File: src/rtl/cache_waymask_ctrl.sv
// Per-DSid way-partition controller: waymask lookup, occupancy tracking from
// tag updates, and threshold-crossing trigger events on an AXI-stream port.
module cache_waymask_ctrl #(
  parameter int NUM_DSID = 4,
  parameter int NUM_WAYS = 16,
  parameter int OCC_W    = 16
) (
  input  logic                      SYS_CLK,
  input  logic                      RST_N,
  input  logic                      cfg_valid,
  output logic                      cfg_ready,
  input  logic [15:0]               cfg_dsid,
  input  logic [NUM_WAYS-1:0]       cfg_waymask,
  input  logic [OCC_W-1:0]          cfg_threshold,
  input  logic                      lookup_valid,
  input  logic [15:0]               lookup_dsid,
  output logic [NUM_WAYS-1:0]       way_mask_to_cache,
  input  logic                      update_tag_en,
  input  logic [NUM_WAYS-1:0]       update_tag_we,
  input  logic [16*NUM_WAYS-1:0]    update_tag_old_dsid_vec,
  input  logic [16*NUM_WAYS-1:0]    update_tag_new_dsid_vec,
  output logic [OCC_W*NUM_DSID-1:0] occupancy_flat,
  input  logic                      trigger_axis_tready,
  output logic                      trigger_axis_tvalid,
  output logic [15:0]               trigger_axis_tdata
);
  localparam int IDX_W = (NUM_DSID > 1) ? $clog2(NUM_DSID) : 1;
  localparam int CNT_W = $clog2(NUM_WAYS + 1);
  localparam int SUM_W = OCC_W + 1;

  typedef enum logic {S_IDLE, S_APPLY} cfg_state_e;

  function automatic logic in_range(input logic [15:0] dsid);
    return dsid < 16'(NUM_DSID);
  endfunction

  function automatic logic [CNT_W-1:0] count_ways(input logic [16*NUM_WAYS-1:0] vec,
                                                  input logic [NUM_WAYS-1:0]    we,
                                                  input int                     idx);
    logic [CNT_W-1:0] n;
    n = '0;
    for (int w = 0; w < NUM_WAYS; w++)
      if (we[w] && vec[w*16 +: 16] == 16'(idx)) n = n + CNT_W'(1);
    return n;
  endfunction

  function automatic logic [OCC_W-1:0] sat_update(input logic [OCC_W-1:0] occ,
                                                  input logic [CNT_W-1:0] inc,
                                                  input logic [CNT_W-1:0] dec);
    logic [SUM_W-1:0] up;
    logic [SUM_W-1:0] diff;
    logic [OCC_W-1:0] res;
    up   = {1'b0, occ} + SUM_W'(inc);
    diff = up - SUM_W'(dec);
    if (up < SUM_W'(dec))  res = '0;
    else if (diff[OCC_W])  res = '1;
    else                   res = diff[OCC_W-1:0];
    return res;
  endfunction

  // Config FSM: request is latched on accept and applied in the following cycle.
  cfg_state_e           state_q;
  logic                 cfg_ready_q;
  logic                 cfg_hit_q;
  logic [IDX_W-1:0]     cfg_idx_q;
  logic [NUM_WAYS-1:0]  cfg_mask_q;
  logic [OCC_W-1:0]     cfg_thr_q;

  always_ff @(posedge SYS_CLK or negedge RST_N) begin
    if (!RST_N) begin
      state_q     <= S_IDLE;
      cfg_ready_q <= 1'b1;
      cfg_hit_q   <= 1'b0;
      cfg_idx_q   <= '0;
      cfg_mask_q  <= '0;
      cfg_thr_q   <= '0;
    end else begin
      case (state_q)
        S_IDLE: begin
          if (cfg_valid) begin
            state_q     <= S_APPLY;
            cfg_ready_q <= 1'b0;
            cfg_hit_q   <= in_range(cfg_dsid);
            cfg_idx_q   <= cfg_dsid[IDX_W-1:0];
            cfg_mask_q  <= cfg_waymask;
            cfg_thr_q   <= cfg_threshold;
          end
        end
        S_APPLY: begin
          state_q     <= S_IDLE;
          cfg_ready_q <= 1'b1;
        end
        default: begin
          state_q     <= S_IDLE;
          cfg_ready_q <= 1'b1;
        end
      endcase
    end
  end

  logic apply_en;
  assign apply_en  = (state_q == S_APPLY) && cfg_hit_q;
  assign cfg_ready = cfg_ready_q;

  logic [NUM_WAYS-1:0] mask_q [NUM_DSID];
  logic [NUM_WAYS-1:0] mask_d [NUM_DSID];
  logic [OCC_W-1:0]    thr_q  [NUM_DSID];
  logic [OCC_W-1:0]    thr_d  [NUM_DSID];
  logic [OCC_W-1:0]    occ_q  [NUM_DSID];
  logic [OCC_W-1:0]    occ_d  [NUM_DSID];
  logic [NUM_WAYS-1:0] way_mask_q, way_mask_d;
  logic [NUM_DSID-1:0] armed_q, armed_d;
  logic [NUM_DSID-1:0] pending_q, pending_d;
  logic                tvalid_q, tvalid_d;
  logic [15:0]         tdata_q, tdata_d;
  logic [IDX_W-1:0]    last_grant_q, last_grant_d;

  // NOTE: always_comb uses blocking '=' with a default assigned first, so no latch is inferred.
  always_comb begin
    for (int i = 0; i < NUM_DSID; i++) begin
      mask_d[i] = mask_q[i];
      thr_d[i]  = thr_q[i];
      occ_d[i]  = occ_q[i];
      if (update_tag_en)
        occ_d[i] = sat_update(occ_q[i],
                              count_ways(update_tag_new_dsid_vec, update_tag_we, i),
                              count_ways(update_tag_old_dsid_vec, update_tag_we, i));
    end
    if (apply_en) begin
      mask_d[cfg_idx_q] = cfg_mask_q;
      thr_d[cfg_idx_q]  = cfg_thr_q;
    end
  end

  always_comb begin
    way_mask_d = way_mask_q;
    if (lookup_valid)
      way_mask_d = in_range(lookup_dsid) ? mask_q[lookup_dsid[IDX_W-1:0]] : '1;
  end

  logic             grant_found, issue;
  logic [IDX_W-1:0] grant_idx, cand;

  // Round-robin search begins one past the last granted entry.
  always_comb begin
    grant_found = 1'b0;
    grant_idx   = '0;
    cand        = '0;
    for (int k = 1; k <= NUM_DSID; k++) begin
      cand = IDX_W'((int'(last_grant_q) + k) % NUM_DSID);
      if (!grant_found && pending_q[cand]) begin
        grant_found = 1'b1;
        grant_idx   = cand;
      end
    end
    issue = (!tvalid_q || trigger_axis_tready) && grant_found;
  end

  always_comb begin
    armed_d      = armed_q;
    pending_d    = pending_q;
    tvalid_d     = tvalid_q;
    tdata_d      = tdata_q;
    last_grant_d = last_grant_q;
    for (int i = 0; i < NUM_DSID; i++) begin
      if (armed_q[i] && occ_d[i] > thr_q[i]) begin
        armed_d[i] = 1'b0;
        // An entry still waiting on its handshake must not be queued twice.
        if (!(tvalid_q && !trigger_axis_tready && tdata_q == 16'(i)))
          pending_d[i] = 1'b1;
      end else if (occ_d[i] <= thr_q[i]) begin
        armed_d[i] = 1'b1;
      end
    end
    if (issue) begin
      pending_d[grant_idx] = 1'b0;
      tvalid_d             = 1'b1;
      tdata_d              = 16'(grant_idx);
      last_grant_d         = grant_idx;
    end else if (tvalid_q && trigger_axis_tready) begin
      tvalid_d = 1'b0;
    end
    if (apply_en) begin
      pending_d[cfg_idx_q] = 1'b0;
      armed_d[cfg_idx_q]   = 1'b1;
    end
  end

  // NOTE: the per-DSid tables are reset because all-ones masks/thresholds are the power-on policy.
  always_ff @(posedge SYS_CLK or negedge RST_N) begin
    if (!RST_N) begin
      for (int i = 0; i < NUM_DSID; i++) begin
        mask_q[i] <= '1;
        thr_q[i]  <= '1;
        occ_q[i]  <= '0;
      end
      way_mask_q   <= '1;
      armed_q      <= '1;
      pending_q    <= '0;
      tvalid_q     <= 1'b0;
      tdata_q      <= '0;
      last_grant_q <= IDX_W'(NUM_DSID - 1);
    end else begin
      for (int i = 0; i < NUM_DSID; i++) begin
        mask_q[i] <= mask_d[i];
        thr_q[i]  <= thr_d[i];
        occ_q[i]  <= occ_d[i];
      end
      way_mask_q   <= way_mask_d;
      armed_q      <= armed_d;
      pending_q    <= pending_d;
      tvalid_q     <= tvalid_d;
      tdata_q      <= tdata_d;
      last_grant_q <= last_grant_d;
    end
  end

  always_comb begin
    for (int i = 0; i < NUM_DSID; i++)
      occupancy_flat[i*OCC_W +: OCC_W] = occ_q[i];
  end

  assign way_mask_to_cache   = way_mask_q;
  assign trigger_axis_tvalid = tvalid_q;
  assign trigger_axis_tdata  = tdata_q;

endmodule

File: config.mk
export PLATFORM = sky130hd
export DESIGN_NAME = cache_waymask_ctrl
export DESIGN_NICKNAME = d
export VERILOG_FILES = /design/src/rtl/cache_waymask_ctrl.sv
export SDC_FILE = /design/constraint.sdc
export NUM_CORES = 1
export LEC_CHECK = 0
export CAP_MARGIN = 20
export CORE_AREA = 2 2 338 240
export DETAILED_ROUTE_END_ITERATION = 10
export DIE_AREA = 0 0 340 242
export MAX_ROUTING_LAYER = met4
export PLACE_DENSITY_LB_ADDON = 0.08
export REMOVE_ABC_BUFFERS = 1
export SLEW_MARGIN = 20
export SYNTH_ARGS = -nofsm -noshare
export SYNTH_HDL_FRONTEND = slang
export SYNTH_SLANG_ARGS = --single-unit
File: constraint.sdc
create_clock -name SYS_CLK -period 9.8 [get_ports SYS_CLK]
set_input_delay 1.96 -clock SYS_CLK [delete_from_list [all_inputs] [get_ports SYS_CLK]]
set_output_delay 1.96 -clock SYS_CLK [all_outputs]
set_load 0.005 [all_outputs]
==> flow_summary.yaml <==
synthesis:
  avgSynthCellArea_um2: 8.11
  synth-seq-cells: 258
  synth_top_family_by_area: "simple AND/OR/NAND/NOR gates"
  syn_area_mm2: 0.0314
  synth_edf_count: 0
  synth.yosys.seq_area_share_pct: 21.2
  async_flop_share_pct: 100
  synthSimpleGateAreaFrac_pct: 26.6
  synth-compound-area-share_pct: 16.2
  synthCells: 3869
  synth_cell_types: 105
  ys.flop_type: "dfstp_2"
  yosys_warnings: 0
  synth_adder_area_share_pct: 9.39
  muxShareOfSynthArea_pct: 7.49
  synth-xor-area-share_pct: 14.3
worst_setup_path:
  worst_setup_path_end_kind: "flip-flop"
  r2r_slack_ns: 4.13
  cp_data_arrival_time_ns: 15.23
  crit_end: "pending_q[2]"
  start_kind: "input port"
  cp_data_required_time_ns: 10.21
  worstReg2RegStart: "occupancy_flat[16]"
  worstSetupPathType: "in -> reg"
  cpLargestDelayFamily: "buffers and inverters"
  cp_max_fo: 3
  crit_start: "update_tag_old_dsid_vec[4]"
  r2r-end: "pending_q[1]"
  cp_common_cell: "buf_4"
  cp_num_buf_inv: 45
  cpPeakStageDelay_ns: 0.51
  cp.depth: 87
  r2r_cells: 33
  slowest_stage: "xor3_2"
floorplanning:
  die_x_um: 340
  initial_utilization_pct: 39.5
  pin_count: 696
  die_h_um: 242
  die_area_mm2: 0.0823
  coreArea_mm2: 0.0794
  std_cell_rows: 87
worst_hold_path:
  holdPathStages: 2
  hold_path.class: "reg -> reg"
final_layout:
  seq_area_mm2: 0.00665
  final_cell_mix: "buf_4 (1,482), clkdlybuf4s50_1 (611), nand2_1 (387), xnor2_1 (232), inv_1 (227)"
  layout_commonest_cell: "buf_4"
  area_growth_pct: 75.6
  final_cells: 7102
  fillers: 6355
  drive_above_1_share_pct: 41.2
  final_area_mm2: 0.0551
  nets: 6832
  multi_input_area_mm2: 0.0267
sta:
  worst_pin_slew_ns: 0.989
  min_period_ns: 14.82
  finClkSkew_ns: 0.0185
  hold_violations: 0
  relSlewSlack_pct: 33.2
  rsz0062_at_grt: "true"
  timing.fmax_mhz: 67.5
  maxSlewViolCount: 0
  setup_viol: 72
  fin_ws_ns: -5.02
  fin_crit_sh_pct: 151
placed_design:
  place.port_buffers: 681
  placedCellCount: 6750
  gp_congestion: 1.00
  hpwl_um: 107000
  place_area_mm2: 0.0485
  dp_slack_ns: -6.97
clocking:
  cts.hold.buffers_added: 0
  cts_tree: "built"
  cts_made_buffers: 22
  cts.reportedPaths.clkPinSlew_ns: 0.09
  cts-root-buf: "clkbuf_16"
  cts_max_path_buffers: 3
  h-tree-depth: 1
  worstSkewPairLatency_ns: 0.53
  cts.sinks: 258
grt:
  grt_pass1_vias: 37300
  grt_pass1_wl_um: 207000
  grt-ovfl-total: 0
  antenna_found_initial: 14
  grt_use_total_pct: 32.3
  grt_max_degree: 123
outcome:
  violations: "negative setup slack"
  status: "finished with violations"
power_and_ir_drop:
  p_sw_share_pct: 37.5
  ir_drop_mv: 0.113
  powerDensity_mw_per_mm2: 106
  p_sw_uw: 2190
  leakagePower_uw: 0.0244
  pwr-share-comb_pct: 55.6
  p_total_uw: 5840
  clockPowerShare_pct: 17.0
  seq_power_share_pct: 27.4
  p_int_uw: 3650
run:
  cap_violations: 0
routing:
  avgRoutedWirePerCell_um: 19.1
  ant_nets: 0
  totalWireLength_um: 136000
  drt_iter0_drc: 2962
  vias_per_cell: 5.32
  first_pass_iters: 5
  drc_errors: 0
  vias: 37800
## cell type report
class / instances / area share (%)
Clock inverter: 11 / 0.327
Inverter: 253 / 1.75
Tap cell: 1068 / 2.43
Antenna cell: 14 / 0.0636
Sequential cell: 258 / 12.1
Multi-Input combinational cell: 3239 / 48.4
Timing Repair Buffer: 2230 / 33.9
Clock buffer: 29 / 1.12
## timing repair
action                     CTS  global route
setup buffers              237            82
gates cloned                 1             0
setup endpoints to repair   72            72
resized for setup          711           248
pin swaps                  344           185
## how the worst min path moves through the flow
stage          startpoint         end  slack (ns)
3_5_place_dp   mask_q[37]  mask_q[37]        0.45
2_1_floorplan  mask_q[32]  mask_q[32]        0.44
4_1_cts        mask_q[37]  mask_q[37]        0.46
6_report       mask_q[44]  mask_q[44]        0.46
5_1_grt        mask_q[42]  mask_q[42]        0.48
3_3_place_gp   mask_q[42]  mask_q[42]        0.44
## cell families (layout without fill, tap and decap cells)
family	after synthesis	count (layout)
fa+ha+maj	231	231
buf+inv	385	2523
mux	196	196
flops	258	258
simple gates	1570	1570
xor+xnor	439	439
other cells	1	28
compound gates	789	789
## power groups by stage
| stage | Sequential [µW] | Clock [µW] | Combinational (µW) |
|---|---|---|---|
| 3_5_place_dp | 1580 | 0 | 2540 |
| 3_3_place_gp | 1580 | 0 | 2500 |
| 6_report | 1600 | 992 | 3250 |
| 5_1_grt | 1620 | 1050 | 3520 |
| 2_1_floorplan | 1480 | 0 | 1250 |
| 4_1_cts | 1580 | 1000 | 2960 |
## state kept, by name, indices dropped and copies added, names as in the netlist, 2 cells and up
signal              count
occupancy_flat         64
cfg_mask_q             16
armed_q                 4
cfg_thr_q              16
way_mask_to_cache      16
mask_q                 64
cfg_idx_q               2
trigger_axis_tdata      2
thr_q                  64
last_grant_q            2
pending_q               4
## worst register-to-register path: cells and delay by family (launching register included)
family | cells | cell delay [ns]
compound gates | 17 | 2.64
xor+xnor | 1 | 0.08
fa+ha+maj | 3 | 0.94
buf+inv | 2 | 0.30
flops | 1 | 0.45
simple gates | 10 | 1.12
## synthesized netlist by cell type (all sizes together) (43+ instances only)
library cell | count | share of area, %
a21o | 69 | 1.7
a21oi | 201 | 3.2
clkbuf | 104 | 1.3
dfrtp | 107 | 8.5
dfstp | 151 | 13
ha | 222 | 8.9
inv | 253 | 3.0
mux2 | 151 | 5.4
nand2 | 411 | 4.9
nand2b | 45 | 0.90
nand3 | 121 | 1.9
nand4 | 110 | 2.2
nor2 | 232 | 2.8
nor3 | 165 | 2.7
nor4 | 132 | 2.8
nor4b | 62 | 1.8
o21ai | 211 | 3.4
or3 | 43 | 0.86
xnor2 | 269 | 7.7
xor2 | 133 | 3.9
## metrics by stage
stage	hold slack (ns)	TNS, ns	util [%]
final	0.458	-237.01	69.4
after global routing	0.481	-270.32	69.4
after CTS	0.459	-215.23	67.2
after detailed placement	0.448	-374.70	61.1
after global placement	0.443	-355.23	61.1
after floorplan	0.437	-311.00	-
## routing by layer
layer,GRT usage (%),share of wire (%),vias up
li1,-,-,18400
met1,47.3,48,18100
met2,47.4,42,1186
met3,6.40,8.3,106
met4,2.82,0.94,0
met5,-,0,-
Note: power is estimated with default switching activity, not from simulation.
